==> config.mk <==
export PLATFORM = sky130hd
export DESIGN_NAME = piso_serializer
export DESIGN_NICKNAME = d
export VERILOG_FILES = /design/src/rtl/serdes_pkg.sv /design/src/rtl/piso_serializer.sv
export SDC_FILE = /design/constraint.sdc
export NUM_CORES = 1
export LEC_CHECK = 0
export CAP_MARGIN = 20
export CORE_MARGIN = 4
export CORE_UTILIZATION = 45
export CTS_CLUSTER_SIZE = 40
export DETAILED_ROUTE_END_ITERATION = 16
export PLACE_DENSITY_LB_ADDON = 0.1
export SYNTH_ARGS = -nofsm -noshare
export SYNTH_HDL_FRONTEND = slang
export SYNTH_SLANG_ARGS = --single-unit
==> constraint.sdc <==
create_clock -name clk -period 3.21 [get_ports clk]
set_clock_uncertainty 0.05 [all_clocks]
set_input_delay 0.642 -clock clk [delete_from_list [all_inputs] [get_ports clk]]
set_output_delay 0.642 -clock clk [all_outputs]
set_load 0.01 [all_outputs]
==> src/rtl/serdes_pkg.sv <==
// Shared definitions for the serial link blocks: FSM state encoding and
// the bit-counter width helper used by both transmitter and receiver.
package serdes_pkg;

  typedef enum logic {
    ST_IDLE  = 1'b0,
    ST_SHIFT = 1'b1
  } state_t;

  function automatic int unsigned cnt_width(input int unsigned n);
    return (n < 2) ? 1 : $clog2(n);
  endfunction

endpackage

==> src/rtl/piso_serializer.sv <==
// Parallel-in/serial-out transmitter with a one-word holding buffer so
// consecutive words go out back-to-back with no idle gap between frames.
module piso_serializer
  import serdes_pkg::*;
#(
  parameter int unsigned N         = 4,
  parameter bit          MSB_FIRST = 1'b1
) (
  input  logic         clk,
  input  logic         rst_n,
  input  logic [N-1:0] in_data,
  input  logic         in_valid,
  output logic         in_ready,
  output logic         serial_out,
  output logic         serial_frame,
  output logic         busy
);

  localparam int unsigned CW = cnt_width(N);

  state_t         state, state_n;
  logic [N-1:0]   sh, sh_n;
  logic [N-1:0]   hold, hold_n;
  logic           hold_valid, hold_valid_n;
  logic [CW-1:0]  cnt, cnt_n;
  logic           accept;
  logic           last_bit;
  logic [N-1:0]   sh_shifted;

  assign in_ready     = !hold_valid;
  assign accept       = in_valid && in_ready;
  assign last_bit     = (cnt == CW'(N - 1));
  assign sh_shifted   = MSB_FIRST ? {sh[N-2:0], 1'b0} : {1'b0, sh[N-1:1]};

  // sh is cleared whenever idle, so the output end reads 0 outside a frame.
  assign serial_out   = MSB_FIRST ? sh[N-1] : sh[0];
  assign serial_frame = (state == ST_SHIFT);
  assign busy         = serial_frame || hold_valid;

  always_ff @(posedge clk or negedge rst_n) begin
    if (!rst_n) begin
      state      <= ST_IDLE;
      sh         <= '0;
      cnt        <= '0;
      hold       <= '0;
      hold_valid <= 1'b0;
    end else begin
      state      <= state_n;
      sh         <= sh_n;
      cnt        <= cnt_n;
      hold       <= hold_n;
      hold_valid <= hold_valid_n;
    end
  end

  always_comb begin
    state_n      = state;
    sh_n         = sh;
    cnt_n        = cnt;
    hold_n       = hold;
    hold_valid_n = hold_valid;
    case (state)
      ST_IDLE: begin
        if (accept) begin
          sh_n    = in_data;
          cnt_n   = '0;
          state_n = ST_SHIFT;
        end
      end
      ST_SHIFT: begin
        if (!last_bit) begin
          sh_n  = sh_shifted;
          cnt_n = cnt + CW'(1);
          if (accept) begin
            hold_n       = in_data;
            hold_valid_n = 1'b1;
          end
        end else if (hold_valid) begin
          sh_n         = hold;
          hold_valid_n = 1'b0;
          cnt_n        = '0;
        end else if (accept) begin
          // Last bit with hold empty: load straight into the shifter.
          sh_n  = in_data;
          cnt_n = '0;
        end else begin
          sh_n    = '0;
          cnt_n   = '0;
          state_n = ST_IDLE;
        end
      end
      default: state_n = ST_IDLE;
    endcase
  end

endmodule

### After elaboration in Yosys (flattened, before gate mapping)

Index checks and enable logic that the tools add are counted.

* register bits: 12
* input port bits: 7
* output and inout bits: 4
* logic and storage cells: 30

* add/sub/neg operators: 1
* equal/unequal tests: 2
* multiplexer cells: 14
* bitwise operators: 2
* reductions and logical operators: 6

Operators by type and width (number)
* $mux 4: 4
* $pmux 4 s2: 1
* $mux 1: 5
* $mux 2: 2
* $pmux 2 s2: 1
* $reduce_and 3->1: 1
* $add 2x1->2 const B: 1
* $eq 2x2->1 const B: 1
* $ne 2x2->1 const B: 1
* $not 1->1: 2
* $pmux 1 s2: 1
* $reduce_and 2->1: 1
* $reduce_bool 2->1: 1
* $logic_and 1x1->1: 1
* $logic_not 1->1: 1
* $logic_or 1x1->1: 1

### Longest topological paths before layout

* depth after elaboration: 6
* depth in mapped cells: 5
* gate-level depth less buffers: 4

### Least setup slack after synthesis

No wires, ideal clock.

* path kind: flip-flop to output port
* start point: register state, in the netlist serial_frame
* end point: output port busy
* arrival time: 0.787 ns
* required time: 2.518 ns
* setup slack: 1.731 ns
* cell stages (with the launch flop): 2
* buffers on the path: 0
* cells stage by stage: dfrtp_1 > or2_2

* word-level cells in the longest chain between the ends: 1

Ends and longest elaborated chain
* start, declared: line piso_serializer.sv:21 `state_t state, state_n;`
* start signal, assigned: line piso_serializer.sv:48 `state <= state_n;`
* $logic_or 1x1->1: line piso_serializer.sv:38 `assign busy = serial_frame || hold_valid;`
* end, declared: line piso_serializer.sv:16 `output logic busy`

No other way between the ends.

### Worst setup path after layout

Ends and elaborated chain as after synthesis.

==> impl_metrics.json <==
{
  "antennaDiodeCount": 0,
  "fin_area_um2": 738,
  "dieArea_um2": 2060,
  "multiInputGateArea_um2": 289,
  "core_area_um2": 1300,
  "reg2reg_depth": 3,
  "synth_cell_type_count": 21,
  "nFillCells": 123,
  "synth_compound_area_share_pct": 11.9,
  "synth-seq-cells": 12,
  "report.final.hold_viol_count": 0,
  "period_minus_slack_ps": 2360,
  "grt_max_degree": 18,
  "grt_usage_pct": 14.7,
  "min_path_type": "register to register",
  "h-tree-depth": 1,
  "cts_root_buf": "clkbuf_4",
  "power_density_nw_per_um2": 853,
  "chipHeight_um": 45.4,
  "place_hpwl_um": 839,
  "r2r_end": "hold[1]$_DFFE_PN0P_",
  "synth-simple-area-share_pct": 18.5,
  "avgSynthCellArea_um2": 10.7,
  "nets": 78,
  "synth.area.mux_share_pct": 13.5,
  "path_cells": "or2_2 > clkdlybuf4s50_1",
  "max-slew-margin-rel_pct": 63.3,
  "path_class": "register to output pin",
  "tns_ps": 0,
  "slowest_delay_ps": 550,
  "ctsResizeCount": 0,
  "hold_buffers": 0,
  "pin_count": 11,
  "numCtsBuffers": 3,
  "cp-startpoint": "serial_frame$_DFF_PN0_",
  "worstMarginPinSlew_ps": 548,
  "grt_pass1_wl_um": 2050,
  "yosysWarnings": 0,
  "worstPathArrival_ps": 1670,
  "antenna_found_initial": 0,
  "cts_num_sinks": 12,
  "grt_overflow": 0,
  "outcome": "finished, final reports clean",
  "endpoint": "busy",
  "start_util_pct": 48.4,
  "area_delta_synth_final_pct": 17.3,
  "portBuffers": 10,
  "fin_crit_sh_pct": 73.5,
  "die_x_um": 45.4,
  "startpoint_type": "register",
  "synthXorXnorAreaFrac_pct": 0,
  "crit_slowest_cell": "dfrtp_1",
  "synthesis.area_um2": 629,
  "rows": 13,
  "max_clock_freq_mhz": 424,
  "ctsLongestPathBuffers": 2,
  "layout.cells.non_filler": 83,
  "rsz0062_at_grt": "false",
  "slew_viol_final": 0,
  "required_ps": 2520,
  "path_max_fanout": 17,
  "setup_viol": 0,
  "first_iter_violations": 15,
  "antenna_left": 0,
  "cap_violations": 0,
  "insertion_delay_ps": 270,
  "clk_pin_slew_worst_paths_ps": 70,
  "r2r_setup_slack_ps": 1560,
  "wl_um": 1200,
  "route.detailed.drc": 0,
  "wl_per_cell_um": 14.4,
  "finalWeightedCongestion": 0.719,
  "drive_above_1_share_pct": 14.7,
  "synth_top_family_by_area": "simple AND/OR/NAND/NOR gates",
  "dpl.cell_count": 80,
  "r2r_start": "cnt[0]$_DFFE_PN0P_",
  "vias": 471,
  "dr.pass1.iters": 4,
  "dpl_cell_area_um2": 716,
  "synth_nets": 67,
  "yosysSeqAreaShare_pct": 47.7,
  "postCtsSetupRepairBufs": 0,
  "grt_pass1_vias": 451,
  "leakage_nw": 0.336,
  "synth_cells": 59,
  "ff_latch_area_um2": 300,
  "via_per_inst": 5.67,
  "final_util_pct": 56.7,
  "synthAdderAreaFrac_pct": 1.99,
  "cp-end-kind": "output pin",
  "ir_drop_mv": 0.399,
  "hold_ws_ps": 456,
  "cts_tree": "built"
}
[report_power, final]
group	total, W	switching [W]	internal, W
Combinational	0.000256	0.000118	0.000138
Sequential	0.000284	0.0000641	0.000220
Clock	0.0000904	0.0000469	0.0000435
Total	0.000630	0.000229	0.000401
[registers in the layout, indices dropped and copies added (netlist names)]
name and cells:
cnt 2, hold_valid 1, serial_frame 1, sh 4, hold 4
[routing by layer]
metal  up-vias  global-route usage [%]  share of wire (%)
li1        226                       -                  -
met1       230                    17.5                 45
met2        11                    22.8                 46
met3         4                    7.11                6.6
met4         0                    5.26                1.7
met5         -                       0                  0
[worst min-delay path by stage]
stage                                endpoint  depth (start not counted)                start  slack, ps
after floorplan            cnt[0]$_DFFE_PN0P_                          0                rst_n        300
after global placement    hold[2]$_DFFE_PN0P_                          1  hold[2]$_DFFE_PN0P_        430
after detailed placement  hold[2]$_DFFE_PN0P_                          1  hold[2]$_DFFE_PN0P_        440
after CTS                 hold[2]$_DFFE_PN0P_                          1  hold[2]$_DFFE_PN0P_        460
after global routing      hold[3]$_DFFE_PN0P_                          1  hold[3]$_DFFE_PN0P_        470
final                     hold[2]$_DFFE_PN0P_                          1  hold[2]$_DFFE_PN0P_        460
[cell type report]
cell class / instances / area share, %
Clock buffer: 3 / 3.05
Multi-Input combinational cell: 41 / 39.2
Sequential cell: 12 / 40.7
Inverter: 2 / 1.02
Timing Repair Buffer: 10 / 13.6
Tap cell: 15 / 2.54
[cell usage in the layout, fill, tap and decap left out, drive strengths merged]
master,synthesis,routed
dfrtp,12,12
clkdlybuf4s50,0,10
nand2b,1,1
mux2i,4,4
clkbuf,0,3
mux2,4,4
nor2,1,1
or2,1,1
nand2,6,6
ha,1,1
nor2b,4,4
o21ai,6,6
a32oi,1,1
a22oi,1,1
nand3,3,3
o22ai,1,1
inv,2,2
and3,3,3
o211ai,3,3
nor3,1,1
[critical path, delay by kind of cell (launching register included)]
family	cells	cell delay, ps
buf+inv	1	480
simple gates	1	370
flops	1	550
[cell usage after synthesis, drive strengths merged]
master	instances	area, um^2
dfrtp	12	300
or2	1	6.26
a22oi	1	7.51
buf	4	32.5
o21ai	6	30.0
nand3	3	15.0
nor2b	4	25.0
nand2b	1	6.26
ha	1	12.5
nor3	1	16.3
nand2	6	25.0
o22ai	1	6.26
mux2i	4	40.0
and3	3	18.8
mux2	4	45.0
a32oi	1	8.76
inv	2	7.51
o211ai	3	22.5
nor2	1	3.75
[kinds of logic after synthesis]
kind of cell             Yosys count
AO/OA/AOI/OAI                     12
flip-flops                        12
buffers and inverters              6
adder cells (fa/ha/maj)            1
AND/OR/NAND/NOR                   20
multiplexers                       8
[per-stage QoR]
stage / total power [W] / worst slack [ps]
3_5_place_dp: 0.000546 / 1130
6_report: 0.000630 / 852
4_1_cts: 0.000638 / 835
3_3_place_gp: 0.000536 / 1150
2_1_floorplan: 0.000476 / 1730
5_1_grt: 0.000689 / 750
Power figures use the tool's default switching activity.
